--- src/rtl/seg7_scan_counter.sv ---
// Decimal up/down counter with a time-multiplexed, active-low multi-digit 7-segment driver.
// Optional build macro: SEG7_LEADING_ZERO_BLANK_EN blanks leading zero digits above digit 0.
module seg7_scan_counter #(
   parameter int unsigned DIGITS   = 2,
   parameter int unsigned SCAN_DIV = 50000
) (
   input  logic                  clk,
   input  logic                  rst_n,
   input  logic                  en,
   input  logic                  up,
   input  logic                  clr,
   output logic [6:0]            seg,
   output logic [DIGITS-1:0]     disp_channel,
   output logic [4*DIGITS-1:0]   value,
   output logic                  wrap
);

   localparam int unsigned CntW = $clog2(SCAN_DIV);
   localparam int unsigned IdxW = (DIGITS > 1) ? $clog2(DIGITS) : 1;
   localparam logic [CntW-1:0] CntMax = CntW'(SCAN_DIV - 1);
   localparam logic [IdxW-1:0] IdxMax = IdxW'(DIGITS - 1);

   logic [4*DIGITS-1:0] value_q, value_d, step_val;
   logic                wrap_q, wrap_d, carry;
   logic [3:0]          dig;
   logic [CntW-1:0]     cnt_q, cnt_d;
   logic [IdxW-1:0]     idx_q, idx_d;
   logic [6:0]          seg_q, seg_d;
   logic [DIGITS-1:0]   disp_q, disp_d;
   logic [3:0]          cur_dig;
   logic                lz_blank;
   logic                hi_zero;

   function automatic logic [6:0] decode(input logic [3:0] d);
      logic [6:0] s;
      unique case (d)
         4'd0:    s = 7'b0000001;
         4'd1:    s = 7'b1001111;
         4'd2:    s = 7'b0010010;
         4'd3:    s = 7'b0000110;
         4'd4:    s = 7'b1001100;
         4'd5:    s = 7'b0100100;
         4'd6:    s = 7'b0100000;
         4'd7:    s = 7'b0001111;
         4'd8:    s = 7'b0000000;
         4'd9:    s = 7'b0000100;
         default: s = 7'b1111111;
      endcase
      return s;
   endfunction

   // Ripple a decimal carry/borrow from digit 0 upward; carry out of the top is the wrap.
   always_comb begin
      step_val = value_q;
      carry    = 1'b1;
      dig      = 4'd0;
      for (int i = 0; i < int'(DIGITS); i++) begin
         dig = value_q[4*i +: 4];
         if (carry) begin
            if (up) begin
               if (dig >= 4'd9) begin
                  step_val[4*i +: 4] = 4'd0;
               end else begin
                  step_val[4*i +: 4] = dig + 4'd1;
                  carry              = 1'b0;
               end
            end else begin
               if (dig == 4'd0) begin
                  step_val[4*i +: 4] = 4'd9;
               end else begin
                  step_val[4*i +: 4] = dig - 4'd1;
                  carry              = 1'b0;
               end
            end
         end
      end
   end

   always_comb begin
      value_d = value_q;
      wrap_d  = 1'b0;
      if (clr) begin
         value_d = '0;
      end else if (en) begin
         value_d = step_val;
         wrap_d  = carry;
      end
   end

   always_comb begin
      cnt_d = cnt_q + 1'b1;
      idx_d = idx_q;
      if (cnt_q == CntMax) begin
         cnt_d = '0;
         idx_d = (idx_q == IdxMax) ? '0 : idx_q + 1'b1;
      end
   end

   always_comb begin
      disp_d  = '1;
      cur_dig = 4'hf;
      for (int i = 0; i < int'(DIGITS); i++) begin
         if (idx_q == IdxW'(i)) begin
            disp_d[i] = 1'b0;
            cur_dig   = value_q[4*i +: 4];
         end
      end
   end

   always_comb begin
      lz_blank = 1'b0;
      hi_zero  = 1'b1;
`ifdef SEG7_LEADING_ZERO_BLANK_EN
      // Walk down from the top digit; digit 0 is never blanked.
      for (int i = int'(DIGITS) - 1; i >= 1; i--) begin
         hi_zero = hi_zero & (value_q[4*i +: 4] == 4'd0);
         if ((idx_q == IdxW'(i)) && hi_zero) begin
            lz_blank = 1'b1;
         end
      end
`else
      lz_blank = 1'b0;
      hi_zero  = 1'b0;
`endif
      seg_d = lz_blank ? 7'b1111111 : decode(cur_dig);
   end

   always_ff @(posedge clk or negedge rst_n) begin
      if (!rst_n) begin
         value_q <= '0;
         wrap_q  <= 1'b0;
         cnt_q   <= '0;
         idx_q   <= '0;
         seg_q   <= 7'b1111111;
         disp_q  <= '1;
      end else begin
         value_q <= value_d;
         wrap_q  <= wrap_d;
         cnt_q   <= cnt_d;
         idx_q   <= idx_d;
         seg_q   <= seg_d;
         disp_q  <= disp_d;
      end
   end

   assign value        = value_q;
   assign wrap         = wrap_q;
   assign seg          = seg_q;
   assign disp_channel = disp_q;

endmodule

--- config.mk ---
export PLATFORM = sky130hd
export DESIGN_NAME = seg7_scan_counter
export DESIGN_NICKNAME = d
export VERILOG_FILES = /design/src/rtl/seg7_scan_counter.sv
export SDC_FILE = /design/constraint.sdc
export NUM_CORES = 1
export LEC_CHECK = 0
export ABC_AREA = 0
export BUFFER_PORTS_ARGS = -buffer_cell sky130_fd_sc_hd__buf_2
export CORE_MARGIN = 4
export CORE_UTILIZATION = 50
export DETAILED_ROUTE_END_ITERATION = 10
export MAX_ROUTING_LAYER = met4
export PLACE_DENSITY = 0.69
export SKIP_LAST_GASP = 1
export SYNTH_ARGS = -nofsm -noshare
export SYNTH_HDL_FRONTEND = slang
export SYNTH_SLANG_ARGS = --single-unit
export TNS_END_PERCENT = 1
--- constraint.sdc ---
create_clock -name clk -period 2.15 [get_ports clk]
set_input_delay 0.645 -clock clk [delete_from_list [all_inputs] [get_ports clk]]
set_output_delay 0.645 -clock clk [all_outputs]
set_load 0.01 [all_outputs]
==> Yosys cells after proc, flatten, opt, wreduce, memory -nomap -nowiden <==
Memories as Yosys holds them, arrays and structs flattened. A register that Yosys moved wholly into a read port is not among the register bits.
Cells that the tools add are included.
{ "totals": {"mem_count": 1, "rom_bits": 112, "ff_bits": 28, "word_cells": 45, "output_inout_bits": 18, "in_bits": 5} }
{ "memory_table": {"columns": ["name", "depth", "word_bits", "rd", "rd_clocked_by_memory_dff", "write_ports", "line", "source"], "rows": [
  ["(no name shown)", 16, 7, 1, 1, 0, "36", "unique case (d)"]
]} }
{ "classes": {"n_reduce_logical": 6, "add_sub_neg": 6, "n_eq_ne": 1, "magnitude_cmp": 2, "mux": 23} }
{ "op_table": {"columns": ["op", "n"], "rows": [
  ["$mux W4", 8],
  ["$add A16 B1 Y16 const B", 1],
  ["$eq A16 B16 Y1 const B", 1],
  ["$mux W16", 1],
  ["$mux W8", 2],
  ["$mux W1", 12],
  ["$add A4 B1 Y4 const B", 2],
  ["$ge A4 B4 Y1 const B", 2],
  ["$logic_not A4 Y1", 2],
  ["$sub A4 B1 Y4 const B", 2],
  ["$reduce_bool A2 Y1", 2],
  ["$reduce_and A2 Y1", 1],
  ["$add A1 B1 Y1 const B", 1],
  ["$logic_not A1 Y1", 1]
]} }

==> Depth between registers and ports, before layout <==
Gate-level depths: netlist of run 1.
{ "logic_depth": {"ltp_word": 6, "depth_mapped": 7} }

==> Worst setup path before layout of run 1 <==
Ideal clock, no wire load.
{ "synth_path": {"path_type": "reg2reg", "from": "register value_q[0] (netlist: value[0])", "to": "register value_q[5] (netlist: value[5])", "setup_ns": 0.135, "path_slack_ns": 0.212, "t_required_ns": 2.015, "arrival_time_ns": 1.804, "path_stages_with_launch": 8, "period_less_slack_ns": 1.938, "cell_sequence": "dfrtp_1 > clkbuf_1 > inv_1 > ha_1 > or3b_1 > a22oi_2 > nand4bb_1 > a21oi_1"} }
{ "synth_via": {"elab_chain_cells": 5, "word_cells_on_any_way": 7, "cone_classes": "order compare (1); mux (3); reduce/logical (3)"} }
{ "synth_lines": {"columns": ["item", "line", "source"], "rows": [
  ["start, declared", "23", "logic [4*DIGITS-1:0] value_q, value_d, step_val;"],
  ["start signal, assigned", "137", "value_q <= value_d;"],
  ["$ge A4 B4 Y1 / $logic_not A4 Y1 (equally long branches)", "61, 68", null],
  ["$mux W1 (on tied branches)", "61, 68", null],
  ["$mux W1 (*)", "60", "if (up) begin"],
  ["$reduce_bool A2 Y1 (no line) (*)", null, null],
  ["$reduce_and A2 Y1 (no line) (*)", null, null]
]} }
Mark *: on every way between the ends. The rest lies on a longest branch, timed or not.
A chain may end at the register's enable or synchronous reset.

==> Worst setup path after layout of run 1 <==
{ "layout_path": {"from": "register value_q[0] (netlist: value[0])", "to": "register value_q[7] (netlist: value[7])"} }
Same word-level chain as after synthesis.

==> results of run 1 <==
==> per-layer routing <==
layer	routed length, µm	part of all wire	GRT usage	up-vias
li1	-	-	-	820
met1	1909	0.49	0.2328	738
met2	1755	0.45	0.2612	48
met3	192	0.049	0.03047	7
met4	71	0.018	0.07307	0
met5	0	0	-	-
==> kinds of logic (layout without fill, tap and decap cells) <==
kind of cell	count (synthesis)	count (layout)	synth area share
buffers and inverters	16	50	0.02938
xor gates and xnor gates	13	13	0.05569
AOI/OAI and AO/OA	44	44	0.1334
adders and majority gates	14	14	0.08568
DFF	35	35	0.4339
muxes	8	8	0.03978
and+or+nand+nor	81	81	0.2222
==> worst max-delay path: stages (launching register included) <==
cell and delay (ns):
sky130_fd_sc_hd__dfrtp_1 0.42, sky130_fd_sc_hd__inv_1 0.07, sky130_fd_sc_hd__ha_1 0.29, sky130_fd_sc_hd__or3b_1 0.43, sky130_fd_sc_hd__a22oi_2 0.33, sky130_fd_sc_hd__o21ai_0 0.15
sky130_fd_sc_hd__a21oi_1 0.16
==> synth_stat cells (2+ instances only) <==
cell and instances:
sky130_fd_sc_hd__a211oi_1 3, sky130_fd_sc_hd__nand2b_1 4, sky130_fd_sc_hd__a31oi_1 2, sky130_fd_sc_hd__ha_1 14, sky130_fd_sc_hd__xor2_1 8, sky130_fd_sc_hd__nand3_1 7, sky130_fd_sc_hd__dfstp_2 9, sky130_fd_sc_hd__and3_1 3
sky130_fd_sc_hd__xnor2_1 5, sky130_fd_sc_hd__nand4bb_1 2, sky130_fd_sc_hd__nor2_1 19, sky130_fd_sc_hd__o21ai_0 10, sky130_fd_sc_hd__mux2i_1 7, sky130_fd_sc_hd__inv_1 8, sky130_fd_sc_hd__dfrtp_1 26, sky130_fd_sc_hd__nand4_1 5
sky130_fd_sc_hd__a21o_1 4, sky130_fd_sc_hd__nor3_1 7, sky130_fd_sc_hd__a21oi_1 15, sky130_fd_sc_hd__or3b_1 2, sky130_fd_sc_hd__nand2_1 18, sky130_fd_sc_hd__nor4_1 2, sky130_fd_sc_hd__nor2b_1 3, sky130_fd_sc_hd__clkbuf_1 7
==> stage by stage <==
stage	total power [µW]	area, µm²
after CTS	1436	2371
after global placement	982.0	2287
after floorplan	885.9	2044
after global routing	1502	2371
after detailed placement	982.6	2287
final	1414	2371
==> registers in the layout (all words and copies together) (netlist names) <==
register,cells
cnt_q,16
value,8
seg,7
disp_channel,2
idx_q,1
wrap,1
==> power by group through the flow <==
| stage | Combinational (µW) | Clock [µW] | Sequential [µW] |
|---|---|---|---|
| 2_1_floorplan | 139 | 0 | 747 |
| 3_3_place_gp | 257 | 0 | 725 |
| 3_5_place_dp | 257 | 0 | 726 |
| 4_1_cts | 259 | 464 | 714 |
| 5_1_grt | 291 | 494 | 718 |
| 6_report | 256 | 444 | 714 |
==> cell type report <==
type	count	area [µm²]
multi-input combinational	160	1097
timing repair buffer	34	212.7
clock inverter	3	15.01
fill	341	1428
inverter	8	30.03
tap	48	60.06
clock buffer	5	68.82
sequential	35	887.1
==> cells in the final DEF (no fill, tap or decap), types with 8 or more instances in the layout <==
| cell | Yosys | layout |
|---|---|---|
| sky130_fd_sc_hd__buf_2 | 0 | 22 |
| sky130_fd_sc_hd__nor2_1 | 19 | 19 |
| sky130_fd_sc_hd__buf_4 | 0 | 11 |
| sky130_fd_sc_hd__a21oi_1 | 15 | 15 |
| sky130_fd_sc_hd__inv_1 | 8 | 8 |
| sky130_fd_sc_hd__o21ai_0 | 10 | 10 |
| sky130_fd_sc_hd__nand2_1 | 18 | 18 |
| sky130_fd_sc_hd__dfstp_2 | 9 | 9 |
| sky130_fd_sc_hd__ha_1 | 14 | 14 |
| sky130_fd_sc_hd__dfrtp_1 | 26 | 26 |
| sky130_fd_sc_hd__xor2_1 | 8 | 8 |
==> worst paths after layout <==
check	startpoint	endpoint	slack [ns]
hold reg to reg	cnt_q[15]	cnt_q[15]	0.49
setup reg to reg	value[0]	value[7]	0.23
setup / recovery	value[0]	value[7]	0.23
hold / removal	rst_n	cnt_q[8]	0.31
min in group clk	cnt_q[15]	cnt_q[15]	0.49
max in group asynchronous	rst_n	seg[2]	1.59
==> run summary, run 1 <==
For this design, the CTS-stage hold fixing added 0 buffers. In this run, the number of DRC markers left after iteration 0 of detailed routing was 121. The final route contains 1613 vias. The final max-slew violation count was 0; the overall die height was 71.95 µm. After the last flow step, the layout net total stands at 263. The proportion of layout cells with a drive suffix above 1 is 0.2245.

The final cycle utilization of the critical path was 0.8932; the smallest setup slack after layout was 0.2297 ns. During placement, the flow inserted port buffers numbering 22. The number of clock buffers inserted by TritonCTS was 5. The yosys synthesis warning count was 0. The die area was 0.005176 mm². The fraction of power spent switching nets is 0.2730, and the part of the power in the clock network is 0.314. The detail route stage leaves a number of antenna-violating nets equal to 0.

For the combinational share of power, the log shows 0.181. The power density of the placed cells was 596.5 mW/mm². Compared with the post-synthesis result, the final layout area differs by 15.97%. Counting along the longest clock path gives a buffer depth of 2. For the total iterations of the first detailed-routing run, the log shows 5. Sequential share of power: 0.505.

OpenSTA, run right after detailed placement, puts the worst setup slack at 0.2390 ns. The sum of overflow across all layers after global routing is 0. The clock latency of the later-clocked register in the worst-skew pair is 0.28 ns.

The setup-violating endpoint count in the final report is 0, and the leakage power summed over all cells is 0.001117 µW. The logs give 2 for the level count of the clock H-tree and 0 ns for the final sum of negative setup slack. The region available for standard cell placement spans 0.003799 mm².

The final estimated routing congestion in global placement is 0.8826, and the share of async-settable or async-resettable flops after synthesis is 1.000. Final hold analysis gives a worst-case slack of 0.3130 ns. The count of flip-flops with a built-in enable after synthesis is 0, and the total length of routed wires is 3929 µm. STA classifies the critical path startpoint as a flop.

Synthesis produced a netlist with a net count of 230. The synthesized area divided by synthesized cell count is 9.689 µm², and the number of antenna violations at the first check in global routing is 0. TritonCTS built the clock tree. Setup repair after global routing left no endpoint under its margin. Pin placement for this block handled 23 I/O pins. Entering global routing, the biggest net connects 36 pins.

The number of clock sinks is 35. The logs give 2.13 ns for the arrival time at the worst endpoint and 0.4339 for the register area share after synthesis. The logs give 0 for the remaining design rule violation count and 0 for the total inserted antenna cells.

Cell type with the largest total area after synthesis: sky130_fd_sc_hd__dfrtp_1. The logs give 520.7 MHz for the maximum achievable frequency and 0.6242 for the share of the core filled with cells in the final layout. For the number of buffers inserted by post-CTS setup repair, the log shows 0.

The unique cell type count in the Yosys netlist is 45, and the number of max-cap violations is 0. The starting utilization of the core area was 0.5382. The worst setup path is captured at a flop.

At the pin with the least slew margin, the transition time is 0.5752 ns. The number of synthesized register bits came out at 35. Once placement completed, the tool counted placed cells totaling 285.

The tree is rooted in a sky130_fd_sc_hd__clkbuf_8. The area share of the largest cell type after synthesis is 0.3182, and the count of standard-cell rows is 22. The shortest period the worst path allows is 1.920 ns, and the combined global-route utilization of all metal layers is 0.1741.

Along the worst path, the maximum fanout reaches 9. Dividing the detail-routed wire length by the instance count gives 13.41 µm. The tools report the number of resized instances in the post-cts repair step as 0. The die extent in x works out to 71.95 µm. For this run, the leading register cell type out of synthesis is sky130_fd_sc_hd__dfrtp_1. The number of endpoints with negative hold slack in the final report was 0; the count of cells along the worst register-to-register path was 6. The tools report the global-route wire length before repair as 6982 µm. The flow ran to the end, and the final reports show no timing, DRC or antenna violations.

In this run the worst hold path is classified as primary input to async pin. The required time of the critical path was 2.36 ns; the via density per instance was 5.505. The number of cells in the finished layout apart from fillers is 293. Yosys attributes the largest share of cell area to sky130_fd_sc_hd__dfrtp_1 32%, sky130_fd_sc_hd__dfstp_2 12%, sky130_fd_sc_hd__ha_1 8.6%. The analysis attributes to net switching a power of 386.1 µW. The logs give 0.6130 for the relative slew slack and 211 for the synthesized netlist cell count.

The logs give 0.0002319 V for the maximum ir drop on the vdd rail and 1028 µW for the internal portion of total power. For the number of global-route vias before repair, the log shows 1483. By startpoint and endpoint, the worst setup path is classified as flop to flop.

Summing every instance area after synthesis gives 0.002044 mm². Summed over all nets, the half-perimeter wirelength after detailed placement is 2792 µm. Between clock sinks in the finished design, the worst skew comes to 0.003868 ns.

The CTS clock-pin slew for the worst setup and hold paths came out at 0.07 ns.
(Power assumes the default switching activity.)
==> inputs of run 2 (changes only) <==
- CORE_UTILIZATION: 50 -> 53
- CTS_CLUSTER_SIZE: unset -> 40
- PLACE_DENSITY: 0.69 -> 0.72
==> run 2 against run 1 <==
Via count grew 1.2%; utilization grew 1.5 points; global-route usage grew 0.67 points; register-to-register slack is essentially flat; first-iteration DRC count shrank 11%; worst hold slack gained 0.11 ns; final area shrank 0.53%; largest power group unchanged; critical path type unchanged; clock skew is essentially flat; die area shrank 5.0%; non-clock buffer count shrank 1; clock power grew 8.6%; sequential power is essentially flat; largest cell class unchanged.
==> run summary, run 2 (synthesized netlist as in run 1, its figures left out) <==
The logs give 0.1808 for the combined global-route utilization of all metal layers and 0.003689 mm² for the core footprint. The detailed router finished its first iteration with 108 violations. Summing all placed instances gives a cell area of 0.002267 mm².

Entering global routing, the biggest net connects 36 pins. The clock reaches the later pin of the worst-skew pair after 0.28 ns. The die covers 0.004915 mm². The HPWL after detailed placement is 2833 µm.

The setup-violating endpoint count in the final report was 0; the overall die height was 70.11 µm. At the worst endpoint, the required time is 2.36 ns. Buffers added to address setup during post-CTS repair amount to 0.

The most common cell after layout, fill and taps aside is sky130_fd_sc_hd__dfrtp_1. Setup repair after global routing left no endpoint under its margin. Total inserted antenna cells: 0. The register with the most flip-flops is cnt_q. The logs give 0.002359 mm² for the area of all placed cells without fillers and 0 for the final max-slew violation count. After clock tree synthesis, the repair step resized 0 gates. For the number of clock buffers inserted by TritonCTS, the log shows 5. Based on the critical path, the design can be clocked at up to 518.9 MHz. In the routed design, unresolved DRC markers number 0.

At the worst endpoint, the arrival time is 2.14 ns. The uppermost signal routing layer after detailed routing is met4. The maximum ir drop on the vdd rail was 0.0002314 V. The largest clock skew in the final design was 0.004016 ns. Hold timing on the final database bottoms out at a slack of 0.4240 ns. For this run, the detailed router's first-pass iteration total came to 4.

After clock tree synthesis, the clock-pin slew on the worst setup and hold paths is 0.07 ns. The path class of the tightest hold or removal check is primary input to async pin. The number of buffers added to fix hold violations after cts is 0. The run finished with clean final reports. In this run the worst path has a maximum fanout of 9. In this run the core area contains 22 standard-cell rows.

The final estimated routing congestion in global placement was 0.8958. For the number of endpoints with negative hold slack in the final report, the log shows 0. At the pin with the least slew margin, the transition time is 0.7501 ns.

The post-route met1 wirelength is 1923 µm, and the smallest setup slack after layout is 0.2229 ns. OpenSTA, run right after detailed placement, puts the worst setup slack at 0.2095 ns. The number of antenna violations at the first check in global routing came out at 0.

The run gives 1449 µW as the power after layout. The worst setup path is captured at a flop. From left edge to right edge, the die measures 70.11 µm. The tools report the relative slew slack as 0.4999.

Startpoint type of the worst setup path: a flop. Detailed routing placed a total of 1857 µm of wire on met2. The run gives 262 as the number of nets in the layout. I/O pin count: 23. The routed design has 4042 µm of wire. Across all layers, the routed design uses 1632 vias. The clock passes through at most 2 buffers. The top cell types in the final layout, fill and taps aside, are 26 x sky130_fd_sc_hd__dfrtp_1, 22 x sky130_fd_sc_hd__buf_2, 19 x sky130_fd_sc_hd__nor2_1. Shortest period the worst path allows: 1.927 ns. Detailed routing placed a total of 188 µm of wire on met3. The via density per instance works out to 5.589. The run gives 35 as the number of clock sinks. The number of global-route vias before repair came out at 1536. The number of cells on the worst reg-to-reg path is 6.

The final cycle utilization of the critical path works out to 0.8963. The starting utilization of the core area was 0.5543. By startpoint and endpoint, the worst setup path is classified as flop to flop. The run gives 7079 µm as the global-route wire length before repair. Per-cell routed wire length: 13.84 µm. TritonCTS built the clock tree.

For this run the aggregate overflow at the end of global routing stands at 0. During placement, the flow inserted port buffers numbering 22. CTS root buffer: sky130_fd_sc_hd__clkbuf_8.

The analysis attributes to cell leakage a power of 0.001108 µW. The proportion of layout cells with a drive suffix above 1 is 0.2172. The final sum of negative setup slack was 0 ns; the power density of the placed cells was 614.5 mW/mm². The number of routed nets with antenna violations was 0. The area growth from synthesis to layout is 15.36%. Max-cap violations in this run came to 0.

The register with the most flip-flops in the layout has 16 of them. For the number of filler instances in the final layout, the log shows 340. The H-tree generated during clock tree synthesis spans 2 levels.
==> run 2: cell count changes in the layout (fill, tap and decap cells not counted), sizes merged <==
cell / previous run / this run
buf: 34 / 33
clkinv: 3 / 1
clkbuf: 5 / 7
==> run 2: where the power goes <==
part           switching, µW  leakage [µW]  total, µW  internal (µW)
combinational            147      0.000620        250            103
clock                    224     0.0000482        482            258
sequential              16.5      0.000439        717            701
==> run 2: critical path, stage by stage (launching register included) <==
cell                      delay (ns)
sky130_fd_sc_hd__dfrtp_1        0.42
sky130_fd_sc_hd__inv_1          0.07
sky130_fd_sc_hd__ha_1           0.28
sky130_fd_sc_hd__or3b_1         0.42
sky130_fd_sc_hd__a22oi_2        0.34
sky130_fd_sc_hd__o21ai_0        0.15
sky130_fd_sc_hd__a21oi_1        0.17
==> run 2: metrics by stage <==
stage | utilization | std cells
floorplan | - | 211
global placement | 0.6147 | 284
detailed placement | 0.6147 | 284
CTS | 0.6394 | 292
global route | 0.6394 | 292
finish | 0.6394 | 292
==> run 2: cell type report <==
| type | instances | area [µm²] | share of cell area |
|---|---|---|---|
| clock buffers | 7 | 86.33 | 0.03660 |
| clock inverters | 1 | 5.005 | 0.002122 |
| inverters | 8 | 30.03 | 0.01273 |
| multi-input cells | 160 | 1097 | 0.4653 |
| flip-flops and latches | 35 | 887.1 | 0.3761 |
| well taps | 48 | 60.06 | 0.02546 |
| repair buffers | 33 | 192.7 | 0.08170 |
==> run 2: routing by layer <==
metal	up-vias	GRT usage
li1	813	-
met1	775	0.2416
met2	38	0.2728
met3	6	0.03453
met4	0	0.06809
met5	-	-
==> run 2: final timing paths <==
| check | from | end | slack, ns |
|---|---|---|---|
| worst max-delay path | value[0] | value[7] | 0.22 |
| worst min-delay path | rst_n | cnt_q[7] | 0.42 |
| worst max register to register | value[0] | value[7] | 0.22 |
| worst min register to register | cnt_q[15] | cnt_q[15] | 0.50 |
| max in group asynchronous | rst_n | value[1] | 1.24 |
| min in group clk | cnt_q[15] | cnt_q[15] | 0.50 |
==> inputs of run 3 (changes only) <==
- PLACE_DENSITY: 0.72 -> 0.76
==> run 3 against run 2 <==
Flip-flop and latch count unchanged; worst setup slack got worse by 0.12 ns; sequential power barely moved; utilization decreased by 0.20 points; largest cell class unchanged.
==> run summary, run 3 (synthesized netlist as in run 1, its figures left out) <==
In this run the vertical extent of the chip is 70.11 µm. The tools report the end of the worst register-to-register path as value[4]. The library cells used most frequently in the layout, excluding fill and tap cells, are 26 x sky130_fd_sc_hd__dfrtp_1, 22 x sky130_fd_sc_hd__buf_2, 19 x sky130_fd_sc_hd__nor2_1. After detailed routing, the met3 layer carries 150 µm of wire. The root buffer cell chosen for the clock tree is sky130_fd_sc_hd__clkbuf_8.

Relative to the synthesized area, the layout overhead comes to 14.99%. The run gives 0 as the final max-slew violation count. The combinational share of power came out at 0.175. Between clock sinks in the finished design, the worst skew comes to 0.008087 ns.

After detailed routing, the met2 layer carries 1915 µm of wire. The first detailed-routing pass ran for 4 iterations. The min-delay analysis places its worst path in the category primary input to async pin. Summed over all layers, the global routing overflow is 0. In this run the worst setup path terminates at value[4]. The number of clock sinks is 35. TritonCTS built the clock tree. The logs give 0.6374 for the share of the core filled with cells in the final layout and 2.25 ns for the arrival time at the worst endpoint. The I/O pin count was 23; the leakage power summed over all cells was 0.001103 µW. For the total vias in the final route, the log shows 1656. The logs give 0.5150 for the relative slew slack and 1842 µm for the post-route met1 wirelength.

Buffers inserted during clock tree synthesis total 5. The logs give 0 for the setup-violating endpoint count in the final report and 1523 for the number of global-route vias before repair. The power density of the placed cells was 612.9 mW/mm²; the level count of the clock H-tree was 2.

Setup slack on the worst reg-to-reg path comes out at 0.11 ns. Endpoint class of the critical path: a flop. Measured in cells, the most critical reg-to-reg path has a length of 7. The floorplan step defined a core boundary enclosing 0.003689 mm².

The floorplan step defined a die boundary enclosing 0.004915 mm². In this run the horizontal extent of the chip is 70.11 µm. The total length of routed wires was 3963 µm. The final cycle utilization of the critical path works out to 0.9501.

The run finished with clean final reports. The fraction of power spent switching nets works out to 0.2638. Leaving out fill and tap cells, the most frequent cell in the layout is sky130_fd_sc_hd__dfrtp_1.

The count of input and output buffers works out to 22. Register with the most flip-flops: cnt_q. The setup path with the least slack is of type flop to flop. The worst path in the final design needs a cycle of 2.043 ns, including I/O delays and setup. In this run the critical register-to-register path is launched from value[0]. The tool flagged a number of max-cap violations equal to 0. The repair_antennas step left the layout with diodes totalling 0. The tools report the final estimated routing congestion in global placement as 0.9003.

For this run, design rule violations remaining after detail routing come to 0. After detailed routing, no signal wire sits above met4. The count of standard-cell rows was 22. The proportion of layout cells with a drive suffix above 1 works out to 0.2140. In this run, the number of DRC markers left after iteration 0 of detailed routing was 119.

The final layout contains 261 nets. The internal portion of total power was 1061 µW. Startpoint type of the worst setup path: a flop.

Clock-pin slew was measured on the worst setup and hold paths at 0.07 ns. The final sum of negative setup slack came out at 0 ns. The logs give 0.0002346 V for the maximum ir drop on the vdd rail and 36 for the maximum number of pins on one net before global-route repair. For the combined global-route utilization of all metal layers, the log shows 0.1784. Static timing analysis puts the maximum clock frequency at 489.6 MHz. The run gives 0 as the number of endpoints with negative hold slack in the final report. The count of nets left with antenna violations once routing finished came out at 0.

The part of the power in the clock network was 0.328; the clock latency of the later-clocked register in the worst-skew pair was 0.28 ns. For the pin with the worst max-slew slack, the measured transition is 0.7276 ns. The sequential share of power was 0.497; the largest fanout on the critical path was 8. The via density per instance was 5.691. The global-route wire length before repair came out at 6962 µm. The tools report the launching instance or port of the critical path as value[0]. The logs give 2837 µm for the detailed-placement wirelength estimate and 380.1 µW for the switching power.

After detailed routing, the average wire length per cell comes to 13.62 µm. The number of flip-flops under the largest register name works out to 16. The starting utilization of the core area is 0.5543.

The required time of the critical path is 2.36 ns. The number of antenna violations at the first check in global routing is 0. For the number of buffers between clock root and the deepest sink, the log shows 2.
## run 3: cell types whose count changed in the layout (fill, tap and decap cells not counted)
cell and change:
sky130_fd_sc_hd__buf_4 -1
## run 3: worst max-delay path, cell delays in order (launching register included)
cell and delay, ns:
sky130_fd_sc_hd__dfrtp_1 0.45, sky130_fd_sc_hd__inv_1 0.08, sky130_fd_sc_hd__ha_1 0.30, sky130_fd_sc_hd__or3b_1 0.43
sky130_fd_sc_hd__a22oi_2 0.32, sky130_fd_sc_hd__buf_4 0.19, sky130_fd_sc_hd__nand2_1 0.05, sky130_fd_sc_hd__a21oi_1 0.14
## run 3: power by group through the flow
| stage | sequential (µW) | clock [µW] | combinational (µW) |
|---|---|---|---|
| 5_1_grt | 720 | 519 | 283 |
| 3_5_place_dp | 728 | 0 | 250 |
| 2_1_floorplan | 747 | 0 | 139 |
| 4_1_cts | 716 | 485 | 252 |
| 3_3_place_gp | 727 | 0 | 247 |
| 6_report | 716 | 473 | 252 |
## run 3: cell type report
| type | instances | area, µm² |
|---|---|---|
| timing repair buffer | 32 | 185.2 |
| fill | 324 | 1338 |
| tap | 48 | 60.06 |
| sequential | 35 | 887.1 |
| clock buffer | 7 | 86.33 |
| clock inverter | 1 | 5.005 |
| multi-input combinational | 160 | 1097 |
| inverter | 8 | 30.03 |
## run 3: how the worst min path moves through the flow
stage | to | cells past startpoint | slack [ns]
finish | value[7] | 1 | 0.43
global route | cnt_q[7] | 1 | 0.49
CTS | cnt_q[0] | 1 | 0.45
detailed placement | cnt_q[15] | 1 | 0.48
global placement | cnt_q[15] | 1 | 0.47
floorplan | cnt_q[0] | 0 | 0.35
## run 3: per-stage QoR
stage,setup slack (ns),cell area [µm²],std cells,total power (µW),hold slack (ns)
global route,-0.007981,2351,291,1523,0.4944
floorplan,0.2116,2044,211,885.9,0.3494
finish,0.1073,2351,291,1441,0.4279
global placement,0.2736,2252,282,973.3,0.4729
detailed placement,0.1738,2252,282,978.1,0.4841
CTS,0.1513,2344,290,1453,0.4519
## run 3: timing repair
item                                    4_1_cts  5_1_grt
setup buffers                                 0        1
gates resized for setup                       0        0
hold buffers                                  0        0
endpoints found under the setup margin        0        1
## run 3: routing by layer
layer	global-route usage	vias to the layer above
met3	0.03165	6
met1	0.2302	807
li1	-	810
met2	0.2728	33
met4	0.08298	0
met5	-	-
